File: src/rtl/fft_pkg.sv
// Shared definitions for the FFT sequencer: state encoding, default
// geometry and a width helper used to size counters and indices.
package fft_pkg;

  typedef enum logic [1:0] {
    ST_IDLE = 2'd0,
    ST_LOAD = 2'd1,
    ST_WAIT = 2'd2,
    ST_DONE = 2'd3
  } fft_state_e;

  localparam int FFT_N_BLOCKS_DEFAULT       = 4;
  localparam int FFT_TIMEOUT_CYCLES_DEFAULT = 16;

  // Bits needed to index 'value' items; never narrower than one bit so
  // that degenerate configurations still produce a legal vector.
  function automatic int fft_width(input int value);
    int w;
    w = $clog2(value);
    if (w < 1) begin
      w = 1;
    end else begin
      w = w;
    end
    return w;
  endfunction

endpackage

File: src/rtl/fft_seq_timeout_cnt.sv
// Loadable saturating up-counter with synchronous clear, count enable and
// a terminal-count flag. Used to time how long the sequencer waits for the
// datapath completion flag.
module fft_seq_timeout_cnt #(
  parameter int W       = 5,
  parameter int MAX_VAL = 16,
  parameter int TC_VAL  = 15
) (
  input  logic         clk,
  input  logic         reset_n,
  input  logic         clear,
  input  logic         load,
  input  logic [W-1:0] load_val,
  input  logic         en,
  output logic         tc
);

  localparam logic [W-1:0] MAX_L = W'(MAX_VAL);
  localparam logic [W-1:0] TC_L  = W'(TC_VAL);

  logic [W-1:0] count_r;

  // Count register: clear beats load beats increment; holds at MAX_L.
  always_ff @(posedge clk or negedge reset_n) begin
    if (!reset_n) begin
      count_r <= '0;
    end else if (clear) begin
      count_r <= '0;
    end else if (load) begin
      count_r <= load_val;
    end else if (en && (count_r != MAX_L)) begin
      count_r <= count_r + W'(1);
    end else begin
      count_r <= count_r;
    end
  end

  assign tc = (count_r == TC_L);

endmodule

File: src/rtl/fft_seq_ctrl.sv
// FFT load/complete sequencer. Steps N_BLOCKS one-hot load enables with a
// data_valid strobe, waits for the datapath completion flag and pulses done.
// Adds busy, abort, a completion timeout with sticky error, and block index.
// Optional build macro FFT_SEQ_CTRL_BACK2BACK_EN lets a start seen during
// DONE go straight to LOAD, removing the IDLE bubble between transforms.
module fft_seq_ctrl
  import fft_pkg::*;
#(
  parameter  int N_BLOCKS       = FFT_N_BLOCKS_DEFAULT,
  parameter  int TIMEOUT_CYCLES = FFT_TIMEOUT_CYCLES_DEFAULT,
  localparam int IDX_W          = fft_width(N_BLOCKS)
) (
  input  logic                clk,
  input  logic                reset_n,
  input  logic                start,
  input  logic                abort,
  input  logic                fft_done,
  output logic                data_valid,
  output logic [N_BLOCKS-1:0] enable_block,
  output logic [IDX_W-1:0]    block_idx,
  output logic                busy,
  output logic                done,
  output logic                timeout_err
);

  localparam int             CNT_W      = fft_width(TIMEOUT_CYCLES + 1);
  localparam int             TC_VAL     = (TIMEOUT_CYCLES > 0) ? (TIMEOUT_CYCLES - 1) : 0;
  localparam logic           TIMEOUT_EN = (TIMEOUT_CYCLES > 0);
  localparam logic [IDX_W-1:0] LAST_IDX = IDX_W'(N_BLOCKS - 1);

  fft_state_e            state_r;
  logic                  data_valid_r;
  logic [N_BLOCKS-1:0]   enable_block_r;
  logic [IDX_W-1:0]      block_idx_r;
  logic                  busy_r;
  logic                  done_r;
  logic                  timeout_err_r;

  logic                  cnt_clear_s;
  logic                  cnt_en_s;
  logic                  cnt_tc_s;
  logic                  timeout_fire_s;
  logic [IDX_W-1:0]      next_idx_s;

  // One-hot load enable for a given block index.
  function automatic logic [N_BLOCKS-1:0] onehot(input logic [IDX_W-1:0] idx);
    logic [N_BLOCKS-1:0] one;
    one = {{(N_BLOCKS-1){1'b0}}, 1'b1};
    return one << idx;
  endfunction

  // The wait counter only runs in WAIT and is held at zero elsewhere, so it
  // reads zero on the first WAIT cycle.
  assign cnt_clear_s    = (state_r != ST_WAIT);
  assign cnt_en_s       = (state_r == ST_WAIT);
  assign timeout_fire_s = TIMEOUT_EN & cnt_tc_s;
  assign next_idx_s     = block_idx_r + IDX_W'(1);

  fft_seq_timeout_cnt #(
    .W       (CNT_W),
    .MAX_VAL (TIMEOUT_CYCLES),
    .TC_VAL  (TC_VAL)
  ) u_timeout_cnt (
    .clk      (clk),
    .reset_n  (reset_n),
    .clear    (cnt_clear_s),
    .load     (1'b0),
    .load_val ({CNT_W{1'b0}}),
    .en       (cnt_en_s),
    .tc       (cnt_tc_s)
  );

  // Sequencer FSM with all outputs registered alongside the state.
  always_ff @(posedge clk or negedge reset_n) begin
    if (!reset_n) begin
      state_r        <= ST_IDLE;
      data_valid_r   <= 1'b0;
      enable_block_r <= '0;
      block_idx_r    <= '0;
      busy_r         <= 1'b0;
      done_r         <= 1'b0;
      timeout_err_r  <= 1'b0;
    end else if (abort) begin
      // Abort outranks start, completion and timeout; the error flag holds.
      state_r        <= ST_IDLE;
      data_valid_r   <= 1'b0;
      enable_block_r <= '0;
      block_idx_r    <= '0;
      busy_r         <= 1'b0;
      done_r         <= 1'b0;
    end else begin
      done_r <= 1'b0;
      case (state_r)
        ST_IDLE: begin
          if (start) begin
            state_r        <= ST_LOAD;
            data_valid_r   <= 1'b1;
            enable_block_r <= onehot('0);
            block_idx_r    <= '0;
            busy_r         <= 1'b1;
            timeout_err_r  <= 1'b0;
          end else begin
            state_r        <= ST_IDLE;
            data_valid_r   <= 1'b0;
            enable_block_r <= '0;
            block_idx_r    <= '0;
            busy_r         <= 1'b0;
          end
        end
        ST_LOAD: begin
          if (block_idx_r == LAST_IDX) begin
            state_r        <= ST_WAIT;
            data_valid_r   <= 1'b0;
            enable_block_r <= '0;
            block_idx_r    <= '0;
            busy_r         <= 1'b1;
          end else begin
            state_r        <= ST_LOAD;
            data_valid_r   <= 1'b1;
            enable_block_r <= onehot(next_idx_s);
            block_idx_r    <= next_idx_s;
            busy_r         <= 1'b1;
          end
        end
        ST_WAIT: begin
          if (fft_done) begin
            // Completion wins even when the timeout fires in the same cycle.
            state_r <= ST_DONE;
            done_r  <= 1'b1;
            busy_r  <= 1'b1;
          end else if (timeout_fire_s) begin
            state_r       <= ST_IDLE;
            busy_r        <= 1'b0;
            timeout_err_r <= 1'b1;
          end else begin
            state_r <= ST_WAIT;
            busy_r  <= 1'b1;
          end
        end
        ST_DONE: begin
`ifdef FFT_SEQ_CTRL_BACK2BACK_EN
          if (start) begin
            state_r        <= ST_LOAD;
            data_valid_r   <= 1'b1;
            enable_block_r <= onehot('0);
            block_idx_r    <= '0;
            busy_r         <= 1'b1;
            timeout_err_r  <= 1'b0;
          end else begin
            state_r <= ST_IDLE;
            busy_r  <= 1'b0;
          end
`else
          state_r <= ST_IDLE;
          busy_r  <= 1'b0;
`endif
        end
        default: begin
          state_r        <= ST_IDLE;
          data_valid_r   <= 1'b0;
          enable_block_r <= '0;
          block_idx_r    <= '0;
          busy_r         <= 1'b0;
        end
      endcase
    end
  end

  assign data_valid   = data_valid_r;
  assign enable_block = enable_block_r;
  assign block_idx    = block_idx_r;
  assign busy         = busy_r;
  assign done         = done_r;
  assign timeout_err  = timeout_err_r;

endmodule

File: config.mk
export PLATFORM = sky130hd
export DESIGN_NAME = fft_seq_ctrl
export DESIGN_NICKNAME = d
export VERILOG_FILES = /design/src/rtl/fft_pkg.sv /design/src/rtl/fft_seq_timeout_cnt.sv /design/src/rtl/fft_seq_ctrl.sv
export SDC_FILE = /design/constraint.sdc
export NUM_CORES = 1
export LEC_CHECK = 0
export CAP_MARGIN = 20
export CORE_UTILIZATION = 40
export CTS_CLUSTER_DIAMETER = 80
export CTS_CLUSTER_SIZE = 40
export DETAILED_ROUTE_END_ITERATION = 8
export PLACE_DENSITY_LB_ADDON = 0.25
export SYNTH_ARGS = -nofsm -noshare
export SYNTH_HDL_FRONTEND = slang
export SYNTH_SLANG_ARGS = --single-unit
File: constraint.sdc
create_clock -name clk -period 1.9 [get_ports clk]
set_input_delay 0.38 -clock clk [delete_from_list [all_inputs] [get_ports clk]]
set_output_delay 0.38 -clock clk [all_outputs]
set_load 0.01 [all_outputs]
==> results.yml <==
run_status:
  status: "finished clean"
placed_design:
  io_buffers: 14
  dpl_cell_area_um2: 1070
  place_hpwl_mm: 1.09
  pre_cts_ws_ns: 0.437
  gp_congestion: 0.804
floorplan:
  placementRows: 16
  design.portCount: 15
  coreArea_um2: 2040
  dieWidth_um: 49.3
  die_area_um2: 2430
  die_h_um: 49.3
  initial_core_util_pct: 43.9
timing:
  rsz0062_at_grt: "no"
  clock_skew_ns: 0.00122
  fin_crit_sh_pct: 89.8
  relSlewSlack_pct: 64.8
  setup_viol: 0
  slew_viol_final: 0
  fin_setup_tns_ns: 0
  timing.fmax_ghz: 0.586
  hold_viol: 0
  worst_slew_pin_slew_ns: 0.528
  timing.hold.ws_ns: 0.418
  fin_ws_ns: 0.195
  period_needed_ns: 1.71
critical_path:
  crit_chain: "clkdlybuf4s50_1"
  slowest_delay_ns: 0.58
  cp_max_fo: 7
  worstPathArrival_ns: 1.33
  cp_slowest_cell: "clkdlybuf4s50_1"
  critPathKind: "reg -> out"
  worstReg2RegEnd: "timeout_err$_DFFE_PN0P_"
  r2r-start: "u_timeout_cnt.count_r[0]$_DFFE_PN0P_"
  cp-end-kind: "output pin"
  rr_worst_depth: 6
  r2r_slack_ns: 0.45
  startpoint_type: "register"
  path_delay_family: "buffers and inverters"
  cp_num_buf_inv: 1
  crit_required_ns: 1.52
final_layout:
  fillCellCount: 192
  multi_input_area_um2: 429
  drive_gt1_share_pct: 12.9
  mostFrequentLayoutCell: "dfrtp_1"
  final_design_area_no_fill_um2: 1090
  seq_area_um2: 425
  syn2layout_area_growth_pct: 21.9
  nets: 115
  layout_common_cells: "dfrtp_1, clkdlybuf4s50_1, nor2_1"
  diodes: 0
logic_synthesis:
  yosysTopAreaCellShare_pct: 47.5
  synth_top_area_cell: "dfrtp_1"
  yosysSeqAreaShare_pct: 47.5
  synth_nets: 97
  syn_area_per_cell_um2: 10.7
  synth_cell_types: 28
  syn_inst: 84
  synth_area_leaders: "dfrtp_1, ha_1, nor2_1"
  syn_area_um2: 896
  yosysWarningCount: 0
  ys_ff_latch: 17
job:
  drv_cap: 0
global_routing:
  antenna_found_initial: 0
  overflow: 0
  grt_pass1_vias: 649
  grt_max_degree: 18
  grt_pass1_wl_mm: 2.79
  grt_use_total_pct: 14.9
clocking:
  cts_buffers: 3
  post_cts_resized: 0
  h-tree-depth: 1
  clock_path_buffers: 2
  cts_tree: "done"
  cts_sinks: 17
  cts_root_buf: "clkbuf_4"
  clkTransAtPathRegs_ns: 0.09
  clk_latency_ns: 0.27
  cts_hold_buffers: 0
  cts_setup_buffers: 0
route:
  viasPerCell: 5.02
  route.detailed.drc: 0
  wl_mm: 1.49
  drt_iter0_drc: 4
  final_antenna_net_count: 0
  drtPass1Iterations: 3
  routedWlPerCell_um: 11.6
  vias: 642
hold_path:
  hp-class: "in -> async"
power_and_ir_drop:
  worst_ir_drop_vdd_mv: 0.360
  leakagePower_uw: 0.000482
  finalPower_uw: 641
  powerDensity_nw_per_um2: 587
## Yosys cell counts
master,number
and3_1,1
o22a_1,1
nand2_1,4
a211oi_2,2
o21ai_1,1
dfrtp_1,17
nand3_1,1
nor4b_1,1
and4bb_1,1
nand2b_1,2
nor3_2,3
inv_1,6
buf_4,2
xnor2_1,1
nor2b_2,3
o21bai_1,1
xor2_1,1
a21boi_0,1
nand4bb_1,1
nor3_1,1
nor3b_1,1
nor2b_1,3
nor4_1,1
nor2_1,10
a21oi_1,5
buf_1,1
ha_1,8
a22oi_1,4
## metrics by stage
step | utilization [%] | std cells
global placement | 52.2 | 124
detailed placement | 52.2 | 124
CTS | 53.5 | 128
floorplan | - | 84
global route | 53.5 | 128
finish | 53.5 | 128
## cells by family (layout without fill, tap and decap cells)
kind of cell / count (synthesis) / count (layout) / share of synthesized area, %
xor+xnor: 2 / 2 / 1.96
compound gates: 15 / 15 / 12.2
simple gates: 33 / 33 / 22.6
buf+inv: 9 / 26 / 4.61
fa+ha+maj: 8 / 8 / 11.2
flops: 17 / 17 / 47.5
## layout make-up
type                    instances  area share, %
multi-input cells              58           39.3
flip-flops and latches         17           38.9
repair buffers                 16           14.2
well taps                      27           3.09
clock buffers                   4           2.41
inverters                       6           2.06
## flip-flops by register name, indices dropped and copies added, names as in the netlist
name	cells
block_idx	2
data_valid	1
timeout_err	1
enable_block	4
u_timeout_cnt.count_r	5
busy	1
state_r	2
done	1
## worst max path at each step
stage | from | to | cells after the start
final | block_idx[0]$_DFFE_PN0P_ | block_idx[0] | 1
after global routing | block_idx[0]$_DFFE_PN0P_ | block_idx[0] | 1
after CTS | block_idx[0]$_DFFE_PN0P_ | block_idx[0] | 1
after detailed placement | abort | timeout_err$_DFFE_PN0P_ | 4
after global placement | abort | timeout_err$_DFFE_PN0P_ | 4
after floorplan | u_timeout_cnt.count_r[0]$_DFFE_PN0P_ | timeout_err$_DFFE_PN0P_ | 6
## power by group
part	internal [µW]	switching [µW]	leakage, µW
registers	371	10.5	0.000232
logic	40.4	35.7	0.000235
clock network	81.3	102	0.0000150
## worst reg2reg max path: stages, from the launching register on
cell     delay, ns
dfrtp_1       0.43
ha_1          0.24
and3_1        0.19
ha_1          0.19
inv_1         0.07
nor4_1        0.05
o22a_1        0.18
## layer usage
metal | track usage, % | vias up | wire length [µm] | share of wire [%]
met4 | 4.41 | 0 | 14 | 0.94
li1 | - | 319 | - | -
met1 | 19.4 | 309 | 738 | 50
met5 | 0 | - | 0 | 0
met3 | 4.36 | 2 | 64 | 4.3
met2 | 23.7 | 12 | 672 | 45
No activity file was read; power rests on OpenSTA's default activity.
